**config.mk**
```make
export PLATFORM = sky130hd
export DESIGN_NAME = booth_r4_sched
export DESIGN_NICKNAME = d
export VERILOG_FILES = /design/src/rtl/booth_r4_pkg.sv /design/src/rtl/booth_r4_sched_rr_arbiter.sv /design/src/rtl/booth_r4_sched.sv
export SDC_FILE = /design/constraint.sdc
export NUM_CORES = 1
export LEC_CHECK = 0
export ABC_AREA = 1
export BUFFER_PORTS_ARGS = -buffer_cell sky130_fd_sc_hd__buf_2
export CORE_AREA = 8 8 45 47
export DETAILED_ROUTE_END_ITERATION = 10
export DIE_AREA = 0 0 53 55
export HOLD_SLACK_MARGIN = 0.03
export PLACE_DENSITY = 0.71
export SLEW_MARGIN = 20
export SYNTH_ARGS = -nofsm -noshare
export SYNTH_HDL_FRONTEND = slang
export SYNTH_SLANG_ARGS = --single-unit
```
**constraint.sdc**
```tcl
create_clock -name clk -period 1.66 [get_ports clk]
set_input_delay 0.166 -clock clk [delete_from_list [all_inputs] [get_ports clk]]
set_output_delay 0.166 -clock clk [all_outputs]
set_load 0.1 [all_outputs]
```
**src/rtl/booth_r4_pkg.sv**
```systemverilog
// Shared types and constants for the Booth radix-4 multiplier scheduler.
// Build option: SKIP_ZERO_EN (bypass the ADD state for zero recode digits).
package booth_r4_pkg;

  typedef enum logic [2:0] {
    StIdle,
    StLoadA,
    StLoadQ,
    StAdd,
    StShift,
    StOutHi,
    StOutLo,
    StDone
  } state_e;

  typedef enum logic [2:0] {
    DigZero,
    DigPosM,
    DigPos2M,
    DigNegM,
    DigNeg2M
  } digit_e;

  localparam int unsigned NumStrobes = 8;
  localparam int unsigned IdxC0 = 0;
  localparam int unsigned IdxC1 = 1;
  localparam int unsigned IdxC2 = 2;
  localparam int unsigned IdxC3 = 3;
  localparam int unsigned IdxC4 = 4;
  localparam int unsigned IdxC5 = 5;
  localparam int unsigned IdxC6 = 6;
  localparam int unsigned IdxC7 = 7;

  // {Q[1],Q[0],Q[-1]} -> radix-4 Booth digit
  function automatic digit_e recode(input logic [2:0] bits);
    digit_e dig;
    case (bits)
      3'b001, 3'b010: dig = DigPosM;
      3'b011:         dig = DigPos2M;
      3'b100:         dig = DigNeg2M;
      3'b101, 3'b110: dig = DigNegM;
      default:        dig = DigZero;
    endcase
    return dig;
  endfunction

  function automatic logic is_zero_digit(input logic [2:0] bits);
    return (bits == 3'b000) || (bits == 3'b111);
  endfunction

endpackage

```
**src/rtl/booth_r4_sched_rr_arbiter.sv**
```systemverilog
// Combinational round-robin pick: first set request searching upward from ptr+1 with wrap.
// The caller registers the result and moves ptr to the winner.
module rr_arbiter #(
  parameter int unsigned NREQ = 2
) (
  input  logic [NREQ-1:0]         req,
  input  logic [$clog2(NREQ)-1:0] ptr,
  output logic [NREQ-1:0]         gnt,
  output logic [$clog2(NREQ)-1:0] gnt_id,
  output logic                    valid
);

  localparam int unsigned IdW = $clog2(NREQ);

  always_comb begin
    int unsigned idx;
    idx    = 0;
    gnt    = '0;
    gnt_id = '0;
    valid  = 1'b0;
    for (int unsigned i = 1; i <= NREQ; i++) begin
      idx = (32'(ptr) + i) % NREQ;
      if (!valid && req[IdW'(idx)]) begin
        valid            = 1'b1;
        gnt[IdW'(idx)]   = 1'b1;
        gnt_id           = IdW'(idx);
      end
    end
  end

endmodule

```
**src/rtl/booth_r4_sched.sv**
```systemverilog
// Round-robin sequencer driving the strobes of a shared Booth radix-4 multiplier datapath.
// Build option: SKIP_ZERO_EN skips the ADD state when the upcoming recode digit is zero.
module booth_r4_sched
  import booth_r4_pkg::*;
#(
  parameter int unsigned NREQ  = 2,
  parameter int unsigned WIDTH = 8
) (
  input  logic                    clk,
  input  logic                    reset,
  input  logic [NREQ-1:0]         req,
  input  logic [2:0]              q_lsb,
  output logic [NREQ-1:0]         gnt,
  output logic [$clog2(NREQ)-1:0] gnt_id,
  output logic                    busy,
  output logic                    c0,
  output logic                    c1,
  output logic                    c2,
  output logic                    c3,
  output logic                    c4,
  output logic                    c5,
  output logic                    c6,
  output logic                    c7,
  output logic                    done,
  output logic [$clog2(NREQ)-1:0] done_id
);

  localparam int unsigned ITER = WIDTH / 2;
  localparam int unsigned IdW  = $clog2(NREQ);
  localparam int unsigned CntW = $clog2(ITER + 1);

  state_e                state_q, state_d;
  logic [CntW-1:0]       cnt_q, cnt_d;
  logic [NREQ-1:0]       gnt_q, gnt_d;
  logic [IdW-1:0]        gnt_id_q, gnt_id_d;
  logic [IdW-1:0]        ptr_q, ptr_d;
  logic [NREQ-1:0]       pick_gnt;
  logic [IdW-1:0]        pick_id;
  logic                  pick_valid;
  logic [NumStrobes-1:0] strobe;
  state_e                iter_state;

  rr_arbiter #(
    .NREQ(NREQ)
  ) u_arb (
    .req   (req),
    .ptr   (ptr_q),
    .gnt   (pick_gnt),
    .gnt_id(pick_id),
    .valid (pick_valid)
  );

  // Entry state for the next recode digit
`ifdef SKIP_ZERO_EN
  assign iter_state = is_zero_digit(q_lsb) ? StShift : StAdd;
`else
  assign iter_state = StAdd;
`endif

  always_comb begin
    state_d  = state_q;
    cnt_d    = cnt_q;
    gnt_d    = gnt_q;
    gnt_id_d = gnt_id_q;
    ptr_d    = ptr_q;
    unique case (state_q)
      StIdle: begin
        if (pick_valid) begin
          gnt_d    = pick_gnt;
          gnt_id_d = pick_id;
          ptr_d    = pick_id;
          state_d  = StLoadA;
        end
      end
      StLoadA: begin
        cnt_d   = '0;
        state_d = StLoadQ;
      end
      StLoadQ: state_d = iter_state;
      StAdd:   state_d = StShift;
      StShift: begin
        cnt_d   = cnt_q + CntW'(1);
        state_d = (cnt_q == CntW'(ITER - 1)) ? StOutHi : iter_state;
      end
      StOutHi: state_d = StOutLo;
      StOutLo: state_d = StDone;
      StDone: begin
        gnt_d   = '0;
        state_d = StIdle;
      end
      default: state_d = StIdle;
    endcase
  end

  always_ff @(posedge clk or negedge reset) begin
    if (!reset) begin
      state_q  <= StIdle;
      cnt_q    <= '0;
      gnt_q    <= '0;
      gnt_id_q <= '0;
      ptr_q    <= IdW'(NREQ - 1);
    end else begin
      state_q  <= state_d;
      cnt_q    <= cnt_d;
      gnt_q    <= gnt_d;
      gnt_id_q <= gnt_id_d;
      ptr_q    <= ptr_d;
    end
  end

  always_comb begin
    strobe = '0;
    unique case (state_q)
      StLoadA: strobe[IdxC0] = 1'b1;
      StLoadQ: strobe[IdxC1] = 1'b1;
      StAdd: begin
        case (recode(q_lsb))
          DigPosM:  strobe[IdxC2] = 1'b1;
          DigPos2M: strobe[IdxC3] = 1'b1;
          DigNegM:  {strobe[IdxC4], strobe[IdxC2]} = 2'b11;
          DigNeg2M: {strobe[IdxC4], strobe[IdxC3]} = 2'b11;
          default:  strobe = '0;
        endcase
      end
      StShift: strobe[IdxC5] = 1'b1;
      StOutHi: strobe[IdxC6] = 1'b1;
      StOutLo: strobe[IdxC7] = 1'b1;
      default: strobe = '0;
    endcase
  end

  assign c0      = strobe[IdxC0];
  assign c1      = strobe[IdxC1];
  assign c2      = strobe[IdxC2];
  assign c3      = strobe[IdxC3];
  assign c4      = strobe[IdxC4];
  assign c5      = strobe[IdxC5];
  assign c6      = strobe[IdxC6];
  assign c7      = strobe[IdxC7];
  assign gnt     = gnt_q;
  assign gnt_id  = gnt_id_q;
  assign busy    = (state_q != StIdle);
  assign done    = (state_q == StDone);
  assign done_id = done ? gnt_id_q : '0;

endmodule

```
# Word-level counts from Yosys, hierarchy flattened
# Cells that the tools add are included.
totals:
  ff_bits: 10
  out_inout_bits: 14
  wordCells: 79
classes:
  n_addsub: 3
  magnitude_cmp: 4
  n_eq_ne: 19
  muxes: 32
  n_bitwise: 1
  reduce_logical: 15
ops:
  columns: ["operator", "n"]
  rows:
  - ["== test 3 bit (second input constant)", 8]
  - ["one-hot mux 3 bit (8 select lines)", 1]
  - ["== test 3 x 2 -> 1 bit (second input constant)", 7]
  - ["two-way mux 1 bit", 19]
  - ["two-way mux 3 bit", 4]
  - ["one-hot mux 3 bit (4 select lines)", 1]
  - ["OR reduction 2 bit", 5]
  - ["== test 3 x 1 -> 1 bit (second input constant)", 3]
  - ["two-way mux 2 bit", 3]
  - ["one-hot mux 3 bit (2 select lines)", 1]
  - ["< comparator 1 x 2 -> 1 bit (second input constant)", 2]
  - ["one-hot mux 2 bit (2 select lines)", 1]
  - ["AND reduction 2 bit", 2]
  - ["nonzero test 2 bit", 2]
  - ["adder 3 x 1 -> 3 bit (second input constant)", 1]
  - ["logical AND 1 bit", 3]
  - ["logical NOT 3 bit", 1]
  - ["nonzero test 3 bit", 1]
  - ["adder 1 bit (second input constant)", 2]
  - ["demux 1 bit (select 1 bit)", 2]
  - ["greater-or-equal comparator 1 bit (second input constant)", 2]
  - ["inequality test 2 bit (second input constant)", 1]
  - ["OR 2 bit", 1]
  - ["logical NOT 1 bit", 1]

# Depth between registers and ports, before layout
# Gate-level depths: netlist of the first run.
depth:
  depth_word: 10
  ltp_mapped: 6
  depth_no_buf: 6

# Cells and area by module
# A second synthesis of the first run with hierarchy kept.
unflattened:
  hier_cells: 77
  hier_area_um2: 576.8
modules_own_cells:
  columns: ["module", "instances", "cells_per_inst", "area_each_um2", "seq_area_each_um2"]
  rows:
  - ["booth_r4_sched", 1, 70, 546.8, 251.5]
  - ["rr_arbiter", 1, 7, 30.0, 0.0]

# Worst setup path after synthesis of the first run
# No wires, ideal clock.
synth_path:
  path_kind: "register to output"
  startpoint: "reg state_q[2]"
  endpoint: "out c6"
  arrival_time_ps: 2612
  t_required_ps: 1494
  path_slack_ps: -1118
  path_stages_with_launch: 3
  n_path_buf: 0
  path_cell_list: "dfrtp_1 > inv_2 > nor3_1"
synth_between:
  elab_chain_len: 2
synth_rtl:
  columns: ["element", "line", "source"]
  rows:
  - ["from (decl)", "booth_r4_sched.sv:32", "state_e state_q, state_d;"]
  - ["from (signal assigned)", "booth_r4_sched.sv:97", "state_q <= StIdle;"]
  - ["from (signal assigned)", "booth_r4_sched.sv:103", "state_q <= state_d;"]
  - ["== test 3 bit", "booth_r4_sched.sv:113", "unique case (state_q)"]
  - ["two-way mux 1 bit", null, null]
  - ["to (decl)", "booth_r4_sched.sv:22", "output logic c6,"]
# No other way between the ends.

# Final worst setup path of the first run
layout_path:
  startpoint: "reg state_q[0]"
  endpoint: "out done"
layout_between:
  elab_chain_len: 1
layout_rtl:
  columns: ["element", "line", "source"]
  rows:
  - ["== test 3 bit", "booth_r4_sched.sv:143", "assign done = (state_q == StDone);"]
  - ["to (decl)", "booth_r4_sched.sv:24", "output logic done,"]
# No other way between the ends.

==> results.tsv, run 1 <==
stage	metric	value	unit
outcome	outcome	finished clean	
logic_synthesis	yosys warns	0	
logic_synthesis	sequential area share after synthesis	43.7	%
grt	vias in the first global route	535	
routing	DRC	0	
finish	fillers	119	
clock_network	Max H-tree Level	1	
sta	max-slew violation count	0	
run	max-cap violations	0	
sta	Slew @ Worst Pin	0.491	ns
setup_path	Slowest-stage cell, CP	dfrtp_2	
finish	Area growth, synth to finish	52.4	%
sta	Fin Clk Skew	0.000912	ns
logic_synthesis	Synth Instances	75	
setup_path	CP peak stage delay	0.47	ns
placement	PortBufs	20	
sta	endpoints failing setup	0	
finish	ant diodes	0	
routing	Vias	547	
grt	GRT overflow	0	
clock_network	worst skew pair latency	0.26	ns
clock_network	root buffer cell	clkbuf_4	
clock_network	Clk pin slew, worst setup/hold paths	0.07	ns
floorplan	Initial Util	41.6	%
finish	area of the multi-input gates	309	um2
sta	Final Hold Fails	0	
logic_synthesis	Post-Syn Nets	84	
grt	first-pass GRT wire length	2200	um
logic_synthesis	Post-Syn Area per Cell	7.67	um2
setup_path	worst endpoint required time	1.49	ns
setup_path	R2R cell count	4	
grt	initial antenna violation count	0	
clock_network	CTS tree	done	
finish	Reg area	255	um2
worst_hold_path	Worst Hold Depth	4	
routing	drt wl/cell	11.1	um
logic_synthesis	post-synthesis cell area	576	um2
finish	layout cells sized above 1	42.0	%
clock_network	Post-CTS Setup Bufs	0	
routing	Detail Route Antenna Nets	0	
sta	Tcrit/Tclk final	95.1	%
floorplan	Core Box Area	1380	um2
clock_network	CTS sink cnt	10	
floorplan	row cnt	14	
worst_hold_path	worst hold path class	input port to flop	
sta	fmax	633	MHz
setup_path	CP Max Fanout	7	
routing	DRT iter0 DRCs	5	
clock_network	CTS Buf Count	3	
floorplan	I/O pins	21	
sta	Slew HR	67.5	%
placement	GPL Wtd Cong	0.733	
finish	Nets	110	
clock_network	CTS Buffer Depth	2	
logic_synthesis	Netlist cell types	17	
sta	Final Critical Period	1.58	ns
setup_path	Setup crit end kind	output port	
floorplan	DIE AREA	2920	um2
routing	final WL	1290	um
setup_path	crit start category	flop	
setup_path	critical path arrival	1.41	ns
setup_path	critical path class	flop to output port	
setup_path	crit path cell chain	nand2_4 > nor2_4 > buf_2	
routing	first-pass detailed-route iteration total	4	
placement	Post-DP HPWL	1060	um
floorplan	die width	53	um
floorplan	die height	55	um
routing	vias per inst	4.72	
sta	Total Neg Setup Slack	0	ns
logic_synthesis	FF+latch count, synth	10	
grt	GRT Total Usage	9.75	%
grt	largest net degree at the start of global routing	11	
metal layers:
metal	vias up	track usage, %	wire length (um)
li1	284	-	-
met1	256	11.8	533
met2	7	16.4	686
met3	0	2.14	65
met4	0	3.88	0
met5	-	0	0
critical path: cells and delay by family (launching register included):
family | cells | cell delay, ns
buf+inv | 1 | 0.44
flops | 1 | 0.47
simple gates | 2 | 0.24
cell type report:
class	count	share of cell area, %
clock buffers	4	4.14
inverters	15	6.42
flip-flops and latches	10	29.1
well taps	16	2.28
multi-input cells	50	35.2
repair buffers	21	22.8
flip-flops by register name, summed over array words and instances, names as in the netlist:
register	flops
gnt_id	1
ptr_q	1
gnt	2
cnt_q	3
state_q	3
cells in the mapped netlist:
library cell	count	area share (%)
inv_1	14	9.1
nand3_1	8	7.0
a21oi_1	3	2.6
nor2_1	4	2.6
dfrtp_1	9	39
inv_2	1	0.65
nor2_4	3	5.9
dfstp_2	1	4.6
o21ai_1	1	0.87
nor2_2	1	1.1
o21bai_1	1	1.3
nand2_2	1	1.1
nand2_4	1	2.0
nand2_1	18	12
ha_1	2	4.3
o21ai_0	3	2.6
nor3_1	4	3.5
through the flow:
stage / setup WS [ns] / hold slack (ns) / cells / area (um2) / util, %
after global placement: 0.387 / 0.0326 / 111 / 826 / 59.7
final: 0.0814 / 0.240 / 116 / 877 / 63.4
after CTS: 0.0816 / 0.238 / 116 / 872 / 63.0
after global routing: -0.000148 / 0.275 / 116 / 877 / 63.4
after floorplan: -0.215 / -0.130 / 75 / 616 / -
after detailed placement: 0.373 / 0.0347 / 111 / 826 / 59.7
cell families (layout without fill, tap and decap cells):
group           Yosys count  in the layout  synth area share, %
simple gates             40             40                 34.8
buf+inv                  15             40                 9.78
flops                    10             10                 43.7
compound gates            8              8                 7.39
fa+ha+maj                 2              2                 4.35
path summary, 6_finish.rpt:
kind | startpoint | end | slack (ns)
setup reg to reg | cnt_q[0] | state_q[2] | 0.54
setup / recovery | state_q[0] | done | 0.08
hold / removal | req[0] | ptr_q | 0.24
min in group asynchronous | reset | cnt_q[2] | 0.29
hold reg to reg | ptr_q | ptr_q | 0.49
max in group asynchronous | reset | ptr_q | 1.12
cell usage in the layout (no fill, tap or decap), drive strengths merged:
cell / Yosys / routed
dfrtp: 9 / 9
nor2: 8 / 8
ha: 2 / 2
dfstp: 1 / 1
nand3: 8 / 8
clkbuf: 0 / 4
dlygate4sd3: 0 / 1
nand2: 20 / 20
inv: 15 / 15
nor3: 4 / 4
buf: 0 / 20
o21ai: 4 / 4
a21oi: 3 / 3
o21bai: 1 / 1
timing repair:
action / in CTS / in global routing
resized for setup: 0 / 1
hold endpoints to repair: 10 / 0
hold buffers: 1 / 0
endpoints found under the setup margin: 0 / 1
Power of run 1 is not shown: default switching activity piles up to over one toggle a cycle in this logic, so the estimate is an artifact.
==> run 2: changes to the inputs <==
- clock period: 1.66 -> 1.98 ns (I/O delays scaled with it)
==> results.tsv, run 2 (synthesized netlist as in run 1, its figures left out) <==
stage	metric	value	unit	change
finish	Area growth, synth to finish	29.6	%	
routing	DRT iter0 DRCs	2		-3
clock_network	Post-CTS Hold Fix Bufs	1		unchanged
grt	largest net degree at the start of global routing	11		unchanged
finish	fillers	150		+26%
sta	unrepaired setup endpoints after global routing	no		
finish	Nets	110		unchanged
setup_path	CP Launch Point	state_q[0]		
setup_path	R2R cell count	4		unchanged
grt	met1 Usage GRT	12.2	%	+0.43 points
grt	met2 GRT Util	16.2	%	-0.20 points
routing	final WL	1310	um	+2.1%
finish	layout cells sized above 1	34.0	%	-8.0 points
floorplan	die width	53	um	unchanged
setup_path	Critical Path End	c5		
grt	M3 GR Usage	2.67	%	+0.53 points
grt	GRT Total Usage	10.1	%	+0.37 points
setup_path	CP peak stage delay	0.47	ns	about the same
grt	vias in the first global route	538		+0.56%
finish	Reg area	251	um2	-1.5%
grt	Top Usage Layer GRT	met2		
placement	Post-DP HPWL	1060	um	-0.33%
setup_path	Setup crit end kind	output port		
setup_path	critical path arrival	1.65	ns	+0.24 ns
floorplan	Core Box Area	1380	um2	unchanged
setup_path	crit path cell chain	nor2_2 > nand2_1 > inv_1 > buf_2		
worst_hold_path	worst hold path class	input port to flop		
clock_network	worst skew pair latency	0.26	ns	about the same
floorplan	I/O pins	21		unchanged
clock_network	CTS Buf Count	3		unchanged
grt	GRT overflow	0		unchanged
sta	endpoints failing setup	0		unchanged
clock_network	# resized after CTS	0		unchanged
clock_network	CTS tree	done		
clock_network	Max H-tree Level	1		unchanged
placement	GPL Wtd Cong	0.789		+7.6%
sta	fmax	542	MHz	
setup_path	worst r2r dst	cnt_q[0]		
routing	drt wl/cell	11.3	um	+2.1%
setup_path	RR Startpoint	state_q[0]		
floorplan	Initial Util	41.6	%	unchanged
setup_path	CP Max Fanout	7		unchanged
setup_path	worst endpoint required time	1.78	ns	+0.29 ns
setup_path	crit start category	flop		
run	max-cap violations	0		unchanged
setup_path	worst reg-to-reg setup slack	0.79	ns	+0.25 ns
finish	commonest non-fill, non-tap cell in the layout	buf_2		
setup_path	critical path class	flop to output port		
floorplan	die height	55	um	unchanged
placement	PortBufs	20		unchanged
finish	ant diodes	0		unchanged
floorplan	DIE AREA	2920	um2	unchanged
grt	initial antenna violation count	0		unchanged
routing	vias per inst	4.72		unchanged
sta	Final Critical Period	1.84	ns	
sta	WHS	0.257	ns	+0.0178 ns
finish	most frequent cells in the layout	buf_2 (20), nand2_1 (18), inv_1 (14), dfrtp_1 (9), nand3_1 (8)		
clock_network	Clk pin slew, worst setup/hold paths	0.07	ns	about the same
clock_network	Post-CTS Setup Bufs	0		unchanged
clock_network	CTS sink cnt	10		unchanged
routing	DRC	0		unchanged
floorplan	row cnt	14		unchanged
sta	max-slew violation count	0		unchanged
routing	Detail Route Antenna Nets	0		unchanged
worst_hold_path	Worst Hold Depth	4		unchanged
grt	first-pass GRT wire length	2250	um	+2.2%
outcome	outcome	finished clean		
sta	Slew HR	67.4	%	-0.12 points
finish	area of the multi-input gates	282	um2	-8.9%
sta	Fin Clk Skew	0.00572	ns	+0.00480 ns
setup_path	Slowest-stage cell, CP	dfrtp_1		
sta	Total Neg Setup Slack	0	ns	unchanged
routing	first-pass detailed-route iteration total	4		unchanged
sta	Final Hold Fails	0		unchanged
routing	Vias	547		unchanged
sta	Tcrit/Tclk final	93.2	%	
clock_network	root buffer cell	clkbuf_4		
clock_network	CTS Buffer Depth	2		unchanged
sta	Slew @ Worst Pin	0.493	ns	+0.00186 ns
==> run 2: cell count changes in the layout (fill, tap and decap cells not counted), moves of 3 or more <==
| cell | change |
|---|---|
| dfrtp_1 | +3 |
| buf_12 | -6 |
| nor3_2 | -3 |
| nor3_1 | +3 |
| dfrtp_2 | -3 |
| buf_2 | +6 |
==> run 2: layout make-up <==
class	count	share of cell area (%)
clock buffer	4	3.52
inverter	15	7.55
multi-input combinational	50	37.8
sequential	10	33.7
tap	16	2.68
timing repair buffer	21	14.8
==> run 2: routing by layer <==
layer / share of wire [%] / vias to the layer above
li1: - / 283
met4: 0.46 / 0
met3: 5.5 / 2
met1: 44 / 251
met5: 0 / -
met2: 50 / 11
==> run 2: how the worst min path moves through the flow <==
stage / startpoint / end / slack [ns]
6_report: req[0] / ptr_q / 0.26
2_1_floorplan: reset / cnt_q[0] / -0.1
3_5_place_dp: reset / gnt_id / 0.07
3_3_place_gp: reset / gnt[1] / 0.07
5_1_grt: req[0] / ptr_q / 0.28
4_1_cts: req[0] / ptr_q / 0.25
==> run 2: metrics by stage <==
step	area (um2)	setup WS, ns	instances	util, %
floorplan	589	-0.830	75	-
global placement	709	0.427	111	51.3
detailed placement	709	0.417	111	51.3
CTS	746	0.113	116	53.9
global route	746	0.0294	116	53.9
finish	746	0.135	116	53.9
==> run 2: critical path: cells and delay by family, from the launching register on <==
family	cells	cell delay [ns]
buffers and inverters	2	0.54
DFF	1	0.47
and+or+nand+nor	2	0.38
Power of run 2 is left out for the same reason.
